### src/rtl/valid_data_rr_arbiter.sv
// Round-robin arbiter sharing one registered valid/data channel among NUM_REQ
// producers; an owner may stream up to MAX_BURST back-to-back beats before yielding.
module valid_data_rr_arbiter #(
  parameter int NUM_REQ   = 4,
  parameter int DATA_W    = 1,
  parameter int MAX_BURST = 4
) (
  input  logic                       clk_i,
  input  logic                       rst_i,
  input  logic [NUM_REQ-1:0]         req_valid_i,
  input  logic [NUM_REQ*DATA_W-1:0]  req_data_i,
  output logic [NUM_REQ-1:0]         req_grant_o,
  output logic                       out_valid_o,
  output logic [DATA_W-1:0]          out_data_o,
  output logic [$clog2(NUM_REQ)-1:0] out_owner_o,
  output logic                       busy_o
);
  localparam int OW = $clog2(NUM_REQ);
  localparam int CW = $clog2(MAX_BURST + 1);
  localparam logic [CW-1:0] MAXC = CW'(MAX_BURST);

  typedef enum logic {IDLE, BURST} state_e;

  state_e              state_q, state_d;
  logic [CW-1:0]       count_q, count_d;
  logic [OW-1:0]       last_q, last_d;
  logic                out_valid_q;
  logic [DATA_W-1:0]   out_data_q;
  logic [OW-1:0]       out_owner_q;

  logic                keep;
  logic                found;
  logic [OW-1:0]       win, sel;
  logic [NUM_REQ-1:0]  grant;

  // Scan starts just past the last winner, so the previous owner is checked last.
  always_comb begin : arb
    int            idx;
    logic [OW-1:0] ci;
    found = 1'b0;
    win   = '0;
    idx   = 0;
    ci    = '0;
    for (int k = 1; k <= NUM_REQ; k++) begin
      idx = int'(last_q) + k;
      if (idx >= NUM_REQ) idx = idx - NUM_REQ;
      ci = OW'(idx);
      if (!found && req_valid_i[ci]) begin
        found = 1'b1;
        win   = ci;
      end
    end
  end

  assign keep = (state_q == BURST) && req_valid_i[last_q] && (count_q < MAXC);

  always_comb begin
    grant   = '0;
    sel     = last_q;
    state_d = state_q;
    count_d = count_q;
    last_d  = last_q;
    if (keep) begin
      grant[last_q] = 1'b1;
      count_d       = count_q + CW'(1);
    end else if (found) begin
      grant[win] = 1'b1;
      sel        = win;
      last_d     = win;
      count_d    = CW'(1);
      state_d    = (MAX_BURST > 1) ? BURST : IDLE;
    end else begin
      state_d = IDLE;
      count_d = '0;
    end
    if (rst_i) grant = '0;
  end

  always_ff @(posedge clk_i or posedge rst_i) begin
    if (rst_i) begin
      state_q     <= IDLE;
      count_q     <= '0;
      last_q      <= OW'(NUM_REQ - 1);
      out_valid_q <= 1'b0;
      out_data_q  <= '0;
      out_owner_q <= '0;
    end else begin
      state_q     <= state_d;
      count_q     <= count_d;
      last_q      <= last_d;
      out_valid_q <= |grant;
      if (|grant) begin
        out_data_q  <= req_data_i[sel*DATA_W +: DATA_W];
        out_owner_q <= sel;
      end
    end
  end

  assign req_grant_o = grant;
  assign out_valid_o = out_valid_q;
  assign out_data_o  = out_data_q;
  assign out_owner_o = out_owner_q;
  assign busy_o      = (state_q == BURST);
endmodule

### config.mk
export PLATFORM = sky130hd
export DESIGN_NAME = valid_data_rr_arbiter
export DESIGN_NICKNAME = d
export VERILOG_FILES = /design/src/rtl/valid_data_rr_arbiter.sv
export SDC_FILE = /design/constraint.sdc
export NUM_CORES = 1
export LEC_CHECK = 0
export CORE_ASPECT_RATIO = 1.5
export CORE_MARGIN = 3
export CORE_UTILIZATION = 51
export DETAILED_ROUTE_END_ITERATION = 7
export PLACE_DENSITY = 0.83
export SETUP_SLACK_MARGIN = 0.3
export SYNTH_ARGS = -nofsm -noshare
export SYNTH_HDL_FRONTEND = slang
export SYNTH_SLANG_ARGS = --single-unit
export TNS_END_PERCENT = 50
### constraint.sdc
create_clock -name clk_i -period 4.3 [get_ports clk_i]
set_input_delay 1.29 -clock clk_i [delete_from_list [all_inputs] [get_ports clk_i]]
set_output_delay 1.29 -clock clk_i [all_outputs]
set_load 0.01 [all_outputs]
==> qor.csv, run 1 <==
stage,metric,value,unit
clocking,H-Tree Depth,1,
die,IO Pins,19,
clocking,CTS Buf Count,3,
synthesis,synth top area cells,"dfrtp_1 20%, mux2i_1 10%, ha_1 6.3%",
setup_path,Critical Path AT,3.13,ns
sta,max-slew violations,0,
pwr,Power Density,731.2,nW/um^2
synthesis,Synth top area share,0.2000,
sta,final setup margin,-0.1155,ns
sta,Slew headroom,0.7418,
setup_path,CP Capture Type,output port,
sta,final setup vio count,1,
setup_path,WP data required,3.01,ns
sta,Post-Route Skew,0.001451,ns
global_route,initial antenna violation count,0,
placement,GPL Wtd Cong,0.8391,
die,Die Area,2541,um^2
global_route,global-route wire length before repair,4.029,mm
die,initial core utilization,0.5398,
placement,Final HPWL DP,1.867,mm
sta,Least-Margin Pin Slew,0.3866,ns
clocking,CTS tree,done,
sta,minimum clock period,4.415,ns
die,num rows,19,
flow_run,max cap viols,0,
synthesis,Netlist cell types,45,
synthesis,Mapped Area,1001,um^2
clocking,clk slew on worst S/H paths,0.06,ns
cells_and_area,layout cells sized above 1,0.3407,
route,via count,902,
sta,maximum clock frequency,226.5,MHz
global_route,largest net degree at the start of global routing,16,
pwr,worst IR drop on VDD,0.5868,mV
synthesis,asr flop ratio synth,1.000,
sta,RSZ-0062 raised after global routing,yes,
sta,Fin Hold WS,0.4670,ns
synthesis,cells after synthesis,106,
route,Via density,5.782,
placement,PortBufs,18,
sta,fraction of the cycle the final worst path needs,1.027,
setup_path,CP Class,input pin to output port,
synthesis,register area share after synthesis,0.2525,
synthesis,number of synthesized flops with an enable pin,0,
clocking,clk sinks,10,
route,DR iter-0 viols,17,
synthesis,Most used DFF post-synth,dfrtp_1,
clocking,CTS root buffer,clkbuf_4,
cells_and_area,Area growth syn-to-layout,28.88,%
cells_and_area,fin nets,151,
die,core area,1854,um^2
synthesis,Synthesis Warnings,0,
synthesis,#FFs+latches synth,10,
route,final wirelength,2.441,mm
global_route,Global Route Usage Sum,0.2123,
placement,dpl cells,152,
die,DIE WIDTH,42.17,um
setup_path,Crit Path Max Fanout,2,
clocking,CTS Hold Bufs,0,
synthesis,Mapped Avg Cell Area,9.443,um^2
synthesis,Synth area leader,dfrtp_1,
pwr,Leak Pwr,0.0005886,uW
setup_path,"setup slack, reg-to-reg",1.70,ns
outcome,failing checks,negative setup slack,
clocking,clk buf depth,2,
setup_path,CP Launch Type,input pin,
global_route,aggregate global routing overflow,0,
route,drt drc,0,
cells_and_area,ant diodes,0,
route,first drt pass iteration count,4,
outcome,status,"finished, violations left",
die,Die Span Y,60.26,um
clocking,number of setup buffers added after CTS,0,
cells_and_area,most frequent cells in the layout,"16 x buf_4, 10 x clkdlybuf4s50_1, 9 x mux2i_1",
global_route,number of global-route vias before repair,948,
cells_and_area,"most common cell after layout, fill and taps aside",buf_4,
sta,Hold Fails Final Rpt,0,
route,Final ANT Viol Nets,0,
cells_and_area,final std cells w/o fill,156,
pwr,Overall Power,943.3,uW
route,WL/cell,15.65,um
synthesis,Mapped Nets,121,
min_path,Hold WC Path Type,register to register,
clocking,Clock Latency Late Sink,0.27,ns
-- flip-flops by register name (all words and copies together), names as in the netlist --
register and count:
count_q 3, last_q 2, out_owner_o 2, busy_o 1, out_data_o 1, out_valid_o 1
-- routing by layer --
| metal | track usage | up-vias | routed length [um] |
|---|---|---|---|
| met4 | 0.1467 | 0 | 110 |
| met5 | 0 | - | 0 |
| met1 | 0.2164 | 425 | 968 |
| met3 | 0.04518 | 9 | 85 |
| li1 | - | 439 | - |
| met2 | 0.3813 | 29 | 1276 |
-- repair_timing --
item | in CTS | in global routing
gates resized for setup | 39 | 4
pin swaps | 8 | 7
setup endpoints to repair | 4 | 4
-- report_power, final --
group	internal, uW	switching, uW
sequential	141	24.3
clock	51.6	35.0
combinational	360	331
total	553	390
-- cells in the mapped netlist (2+ instances only) --
cell type / n
a21oi_1: 9
and3_1: 3
buf_2: 2
buf_6: 2
clkbuf_8: 3
dfrtp_1: 8
dfstp_2: 2
ha_1: 5
inv_1: 6
mux2_2: 3
mux2i_1: 10
nand2_1: 6
nand2b_1: 3
nand3_1: 2
nor2_1: 8
nor2b_1: 2
o21ai_0: 3
o2bb2ai_1: 2
-- final cells by class --
cell class	count	area (um^2)
Timing Repair Buffer	34	285.3
Inverter	6	22.52
Tap cell	21	26.28
Sequential cell	10	252.7
Multi-Input combinational cell	81	666.9
Clock buffer	4	36.28
Fill cell	151	564.3
-- through the flow --
stage	instance area (um^2)	TNS (ns)	setup WS, ns	utilization
2_1_floorplan	1005	0	0.07072	-
3_3_place_gp	1246	-2.987	-0.8294	0.6721
3_5_place_dp	1246	-3.061	-0.8665	0.6721
4_1_cts	1267	-0.1662	-0.1662	0.6835
5_1_grt	1290	-0.1894	-0.1894	0.6957
6_report	1290	-0.1155	-0.1155	0.6957
-- cell families after synthesis --
kind of cell	count (synthesis)	share of synthesized area
and+or+nand+nor	35	0.2000
DFF	10	0.2525
AOI/OAI and AO/OA	26	0.1950
buffers and inverters	15	0.1075
muxes	15	0.1825
adders and majority gates	5	0.06250
-- worst max-delay path, stage by stage --
cell	delay, ns
buf_6	0.09
mux4_2	0.48
or2_1	0.24
a2bb2o_4	0.20
mux2i_2	0.17
or3b_1	0.38
a21oi_2	0.14
buf_2	0.15
-- worst paths after layout --
check | startpoint | endpoint | cells after the start
worst min-delay path | count_q[0] | count_q[0] | 1
worst max register to register | last_q[1] | out_data_o | 8
worst min register to register | count_q[0] | count_q[0] | 1
min in group asynchronous | rst_i | out_owner_o[0] | 2
worst max-delay path | req_valid_i[0] | req_grant_o[2] | 8
max in group asynchronous | rst_i | last_q[1] | 2
No activity file was read; power rests on OpenSTA's default activity.
==> inputs of run 2 (changes only) <==
- CORE_UTILIZATION: 51 -> 46
- PLACE_DENSITY: 0.83 -> 0.79
- clock period: 4.3 -> 3.8 ns (I/O delays scaled with it)
==> qor.csv, run 2 (synthesis results as in run 1) <==
stage,metric,value,unit,change
placement,PortBufs,18,,unchanged
sta,minimum clock period,4.121,ns,
sta,max-slew violations,0,,unchanged
route,final wirelength,2.506,mm,+2.7%
clocking,CTS Buf Count,3,,unchanged
sta,final setup vio count,4,,+3
setup_path,CP max stage delay,0.48,ns,about the same
pwr,worst IR drop on VDD,0.5844,mV,-0.42%
flow_run,max cap viols,0,,unchanged
placement,Setup Slack @ Placement,-1.092,ns,-0.2259 ns
cells_and_area,Area growth syn-to-layout,29.37,%,
route,first drt pass iteration count,4,,unchanged
cells_and_area,most frequent cells in the layout,"20 x buf_4, 10 x clkdlybuf4s50_1, 9 x mux2i_1, 8 x nor2_1, 8 x dfrtp_1",,
cells_and_area,final std cells w/o fill,161,,+3.2%
cells_and_area,Biggest register,count_q,,
route,Via density,5.739,,-0.74%
cells_and_area,fin nets,155,,+2.6%
cells_and_area,ant diodes,0,,unchanged
cells_and_area,max reg flops,3,,unchanged
global_route,global-route wire length before repair,4.298,mm,+6.7%
clocking,clk sinks,10,,unchanged
die,initial core utilization,0.4878,,-0.05201
setup_path,CP Capture Type,output port,,
cells_and_area,"most common cell after layout, fill and taps aside",buf_4,,
route,drt drc,0,,unchanged
die,Die Area,2783,um^2,+9.5%
die,num rows,20,,+1
route,Final ANT Viol Nets,0,,unchanged
die,IO Pins,19,,unchanged
cells_and_area,layout cells sized above 1,0.3597,,+0.01897
route,WL/cell,15.57,um,-0.53%
setup_path,CP Class,input pin to output port,,
setup_path,WP data required,2.66,ns,-0.35 ns
clocking,CTS Hold Bufs,0,,unchanged
sta,final setup margin,-0.3215,ns,-0.2060 ns
setup_path,CP Launch Type,input pin,,
cells_and_area,Layout fillers,190,,+26%
clocking,H-Tree Depth,1,,unchanged
pwr,Leak Pwr,0.0005998,uW,+1.9%
clocking,clk buf depth,2,,unchanged
placement,dpl cells,156,,+2.6%
global_route,number of global-route vias before repair,966,,+1.9%
sta,Hold Fails Final Rpt,0,,unchanged
outcome,status,"finished, violations left",,
global_route,Global Route Usage Sum,0.2006,,-0.01171
global_route,initial antenna violation count,0,,unchanged
clocking,CTS tree,done,,
setup_path,Crit Path Max Fanout,2,,unchanged
clocking,CTS root buffer,clkbuf_4,,
min_path,Hold WC Path Type,register to register,,
global_route,largest net degree at the start of global routing,16,,unchanged
route,DR iter-0 viols,12,,-5
die,Die Span Y,63.13,um,+4.8%
clocking,clk slew on worst S/H paths,0.06,ns,about the same
setup_path,"Slowest-stage cell, CP",mux4_2,,
setup_path,Critical Path AT,2.98,ns,-0.15 ns
placement,Final HPWL DP,2.025,mm,+8.5%
sta,Post-Route Skew,0.003070,ns,+0.001619 ns
global_route,aggregate global routing overflow,0,,unchanged
sta,maximum clock frequency,242.6,MHz,
setup_path,crit-path cells,buf_6 -> mux4_2 -> or2_1 -> a2bb2o_4 -> mux2i_2 -> or3b_4 -> a21oi_2 -> buf_2,,
sta,Slew headroom,0.7169,,-0.02488
sta,Least-Margin Pin Slew,0.4239,ns,+0.03726 ns
sta,RSZ-0062 raised after global routing,yes,,
sta,fraction of the cycle the final worst path needs,1.085,,
sta,Fin Hold WS,0.4963,ns,+0.02927 ns
clocking,Clock Latency Late Sink,0.26,ns,about the same
placement,GPL Wtd Cong,0.8494,,+1.2%
sta,setup TNS,-0.5609,ns,-0.4455 ns
pwr,Power Density,834.6,nW/um^2,+14%
route,via count,924,,+2.4%
outcome,failing checks,negative setup slack,,
die,core area,2052,um^2,+11%
die,DIE WIDTH,44.09,um,+4.5%
-- run 2: final cells by class --
| cell class | count | area (um^2) | share of cell area |
|---|---|---|---|
| clock buffer | 4 | 26.28 | 0.02029 |
| inverter | 6 | 22.52 | 0.01739 |
| multi-input combinational | 81 | 656.9 | 0.5072 |
| sequential | 10 | 252.7 | 0.1952 |
| tap | 22 | 27.53 | 0.02126 |
| timing repair buffer | 38 | 309.0 | 0.2386 |
-- run 2: layer usage --
| layer | GRT usage | up-vias | wire length, um |
|---|---|---|---|
| met1 | 0.2262 | 455 | 969 |
| li1 | - | 444 | - |
| met4 | 0.07925 | 0 | 65 |
| met3 | 0.02286 | 6 | 61 |
| met5 | 0 | - | 0 |
| met2 | 0.3631 | 19 | 1409 |
-- run 2: critical path, delay by kind of cell --
| kind | cells | cell delay [ns] |
|---|---|---|
| multiplexers | 2 | 0.65 |
| AND/OR/NAND/NOR | 2 | 0.64 |
| AO/OA/AOI/OAI | 2 | 0.31 |
| buffers and inverters | 2 | 0.23 |
-- run 2: through the flow --
step                      utilization  power, uW  instance area, um^2
after floorplan                     -      707.1                 1012
after global placement         0.6207      957.2                 1274
after detailed placement       0.6207      990.3                 1274
after CTS                      0.6280       1069                 1289
after global routing           0.6311       1169                 1295
final                          0.6311       1081                 1295
-- run 2: final timing paths --
path / slack, ns / startpoint / to / cells after the start
min in group asynchronous: 1.35 / rst_i / count_q[2] / 2
worst min register to register: 0.50 / count_q[0] / count_q[0] / 1
worst max-delay path: -0.32 / req_valid_i[0] / req_grant_o[2] / 8
worst min-delay path: 0.50 / count_q[0] / count_q[0] / 1
worst max register to register: 1.14 / last_q[1] / out_owner_o[0] / 7
max in group asynchronous: 2.14 / rst_i / last_q[0] / 2
-- run 2: power by group --
| group | internal (uW) | leakage (uW) | switching (uW) | total, uW |
|---|---|---|---|---|
| combinational | 434 | 0.000469 | 388 | 822 |
| sequential | 159 | 0.000116 | 23.9 | 183 |
| clock | 40.5 | 0.0000150 | 34.7 | 75.2 |
-- run 2: what timing repair did --
action	CTS	global route
gates cloned	0	0
setup endpoints to repair	4	4
pin swaps	7	3
gates resized for setup	38	3
buffers inserted	1	0
==> inputs of run 3 (changes only) <==
- CORE_ASPECT_RATIO: 1.5 -> default
==> qor.csv, run 3 (synthesis results as in run 1) <==
stage,metric,value,unit,change
sta,maximum clock frequency,247.3,MHz,+1.9%
clocking,clk slew on worst S/H paths,0.06,ns,about the same
setup_path,r2r endpoint,out_owner_o[0],,
route,WL/cell,14.02,um,-9.9%
route,final wirelength,2.370,mm,-5.4%
die,core area,2002,um^2,-2.4%
cells_and_area,layout cells sized above 1,0.3732,,+0.01353
setup_path,Crit Path Max Fanout,2,,unchanged
sta,max-slew violations,0,,unchanged
pwr,Leak Pwr,0.0006145,uW,+2.5%
sta,fraction of the cycle the final worst path needs,1.064,,-0.02034
cells_and_area,Biggest register,count_q,,
die,IO Pins,19,,unchanged
clocking,CTS tree,done,,
route,Via density,5.550,,-3.3%
placement,PortBufs,18,,unchanged
cells_and_area,fin nets,158,,+1.9%
min_path,Hold Crit Endpoint,count_q[0],,
clocking,Clock Latency Late Sink,0.26,ns,about the same
sta,minimum clock period,4.044,ns,-0.07728 ns
outcome,status,"finished, violations left",,
placement,Setup Slack @ Placement,-1.031,ns,+0.06099 ns
pwr,Power Density,831.0,nW/um^2,-0.42%
placement,GPL Wtd Cong,0.9139,,+7.6%
clocking,clk sinks,10,,unchanged
sta,final setup margin,-0.2442,ns,+0.07728 ns
setup_path,CP Capture Type,output port,,
setup_path,WP data required,2.66,ns,about the same
outcome,failing checks,negative setup slack,,
setup_path,"setup slack, reg-to-reg",1.16,ns,+0.02 ns
min_path,Hold WC Path Type,register to register,,
global_route,aggregate global routing overflow,0,,unchanged
setup_path,CP Class,input pin to output port,,
setup_path,worst reg2reg startpoint,last_q[1],,
global_route,number of global-route vias before repair,913,,-5.5%
sta,RSZ-0062 raised after global routing,yes,,
global_route,largest net degree at the start of global routing,16,,unchanged
global_route,global-route wire length before repair,4.050,mm,-5.8%
setup_path,cells on worst reg2reg path,7,,unchanged
setup_path,CP Launch Type,input pin,,
sta,Least-Margin Pin Slew,0.3952,ns,-0.02866 ns
route,drt drc,0,,unchanged
flow_run,max cap viols,0,,unchanged
cells_and_area,most frequent cells in the layout,"23 x buf_4, 10 x clkdlybuf4s50_1, 9 x mux2i_1, 8 x nor2_1, 8 x dfrtp_1",,
cells_and_area,Final Util,0.6725,,+0.04140
pwr,worst IR drop on VDD,0.4659,mV,-20%
clocking,CTS Buf Count,3,,unchanged
die,initial core utilization,0.5000,,+0.01220
clocking,CTS Hold Bufs,0,,unchanged
die,DIE WIDTH,52.65,um,+19%
cells_and_area,Area growth syn-to-layout,34.50,%,
sta,Slew headroom,0.7360,,+0.01914
clocking,clk buf depth,2,,unchanged
cells_and_area,max reg flops,3,,unchanged
sta,final setup vio count,4,,unchanged
route,via count,938,,+1.5%
route,Final ANT Viol Nets,0,,unchanged
cells_and_area,ant diodes,0,,unchanged
clocking,CTS root buffer,clkbuf_4,,
cells_and_area,Layout fillers,159,,-16%
min_path,Hold Crit Depth,1,,unchanged
clocking,H-Tree Depth,1,,unchanged
route,DR iter-0 viols,15,,+3
placement,Final HPWL DP,1.815,mm,-10%
die,Die Span Y,52.65,um,-17%
global_route,Global Route Usage Sum,0.1960,,-0.004605
pwr,Overall Power,1119,uW,+3.5%
die,num rows,16,,-20%
sta,Post-Route Skew,0.003616,ns,+0.0005462 ns
route,first drt pass iteration count,4,,unchanged
min_path,Worst Hold Launch,count_q[0],,
setup_path,Critical Path AT,2.90,ns,-0.08 ns
sta,Fin Hold WS,0.4887,ns,-0.007588 ns
cells_and_area,"most common cell after layout, fill and taps aside",buf_4,,
sta,Hold Fails Final Rpt,0,,unchanged
die,Die Area,2772,um^2,-0.42%
global_route,initial antenna violation count,0,,unchanged
==> run 3: worst max-delay path by stage <==
stage	slack, ns	cells past startpoint	endpoint	startpoint
after floorplan	-0.13	7	req_grant_o[2]	req_valid_i[1]
after global placement	-0.97	8	req_grant_o[2]	req_valid_i[0]
after detailed placement	-1.03	8	req_grant_o[2]	req_valid_i[3]
after CTS	-0.34	8	req_grant_o[2]	req_valid_i[0]
after global routing	-0.31	8	req_grant_o[2]	req_valid_i[0]
final	-0.24	8	req_grant_o[2]	req_valid_i[0]
==> run 3: cell type report <==
class	instances	area (um^2)	share of cell area
multi-input cells	81	666.9	0.4954
flip-flops and latches	10	252.7	0.1877
well taps	27	33.78	0.02509
repair buffers	41	344.1	0.2556
clock buffers	4	26.28	0.01952
inverters	6	22.52	0.01673
==> run 3: critical path, stage by stage <==
cell      delay, ns
buf_6          0.09
mux4_2         0.46
or2_1          0.23
a2bb2o_4       0.21
mux2i_4        0.14
or3b_1         0.38
a21oi_2        0.12
buf_2          0.14
==> run 3: layer usage <==
| layer | vias to the layer above | track usage | wire [um] |
|---|---|---|---|
| li1 | 455 | - | - |
| met1 | 461 | 0.2465 | 1100 |
| met2 | 18 | 0.3264 | 1183 |
| met3 | 4 | 0.04843 | 51 |
| met4 | 0 | 0.05957 | 34 |
| met5 | - | 0 | 0 |
==> run 3: report_power, final <==
part	leakage [uW]	switching, uW	internal, uW
combinational	0.000484	395	469
sequential	0.000116	20.4	159
clock	0.0000150	34.4	40.5
total	0.000615	450	669
==> run 3: timing repair <==
| item | CTS | global route |
|---|---|---|
| resized for setup | 37 | 4 |
| setup buffers | 1 | 1 |
| pin swaps | 6 | 3 |
| setup endpoints to repair | 4 | 4 |
==> run 3: metrics by stage <==
step           instance area, um^2  std cells  TNS (ns)
6_report                      1346        169   -0.5964
5_1_grt                       1346        169   -0.8833
4_1_cts                       1320        168   -0.6583
3_5_place_dp                  1295        163    -3.791
3_3_place_gp                  1295        163    -3.581
2_1_floorplan                 1012        106   -0.1261
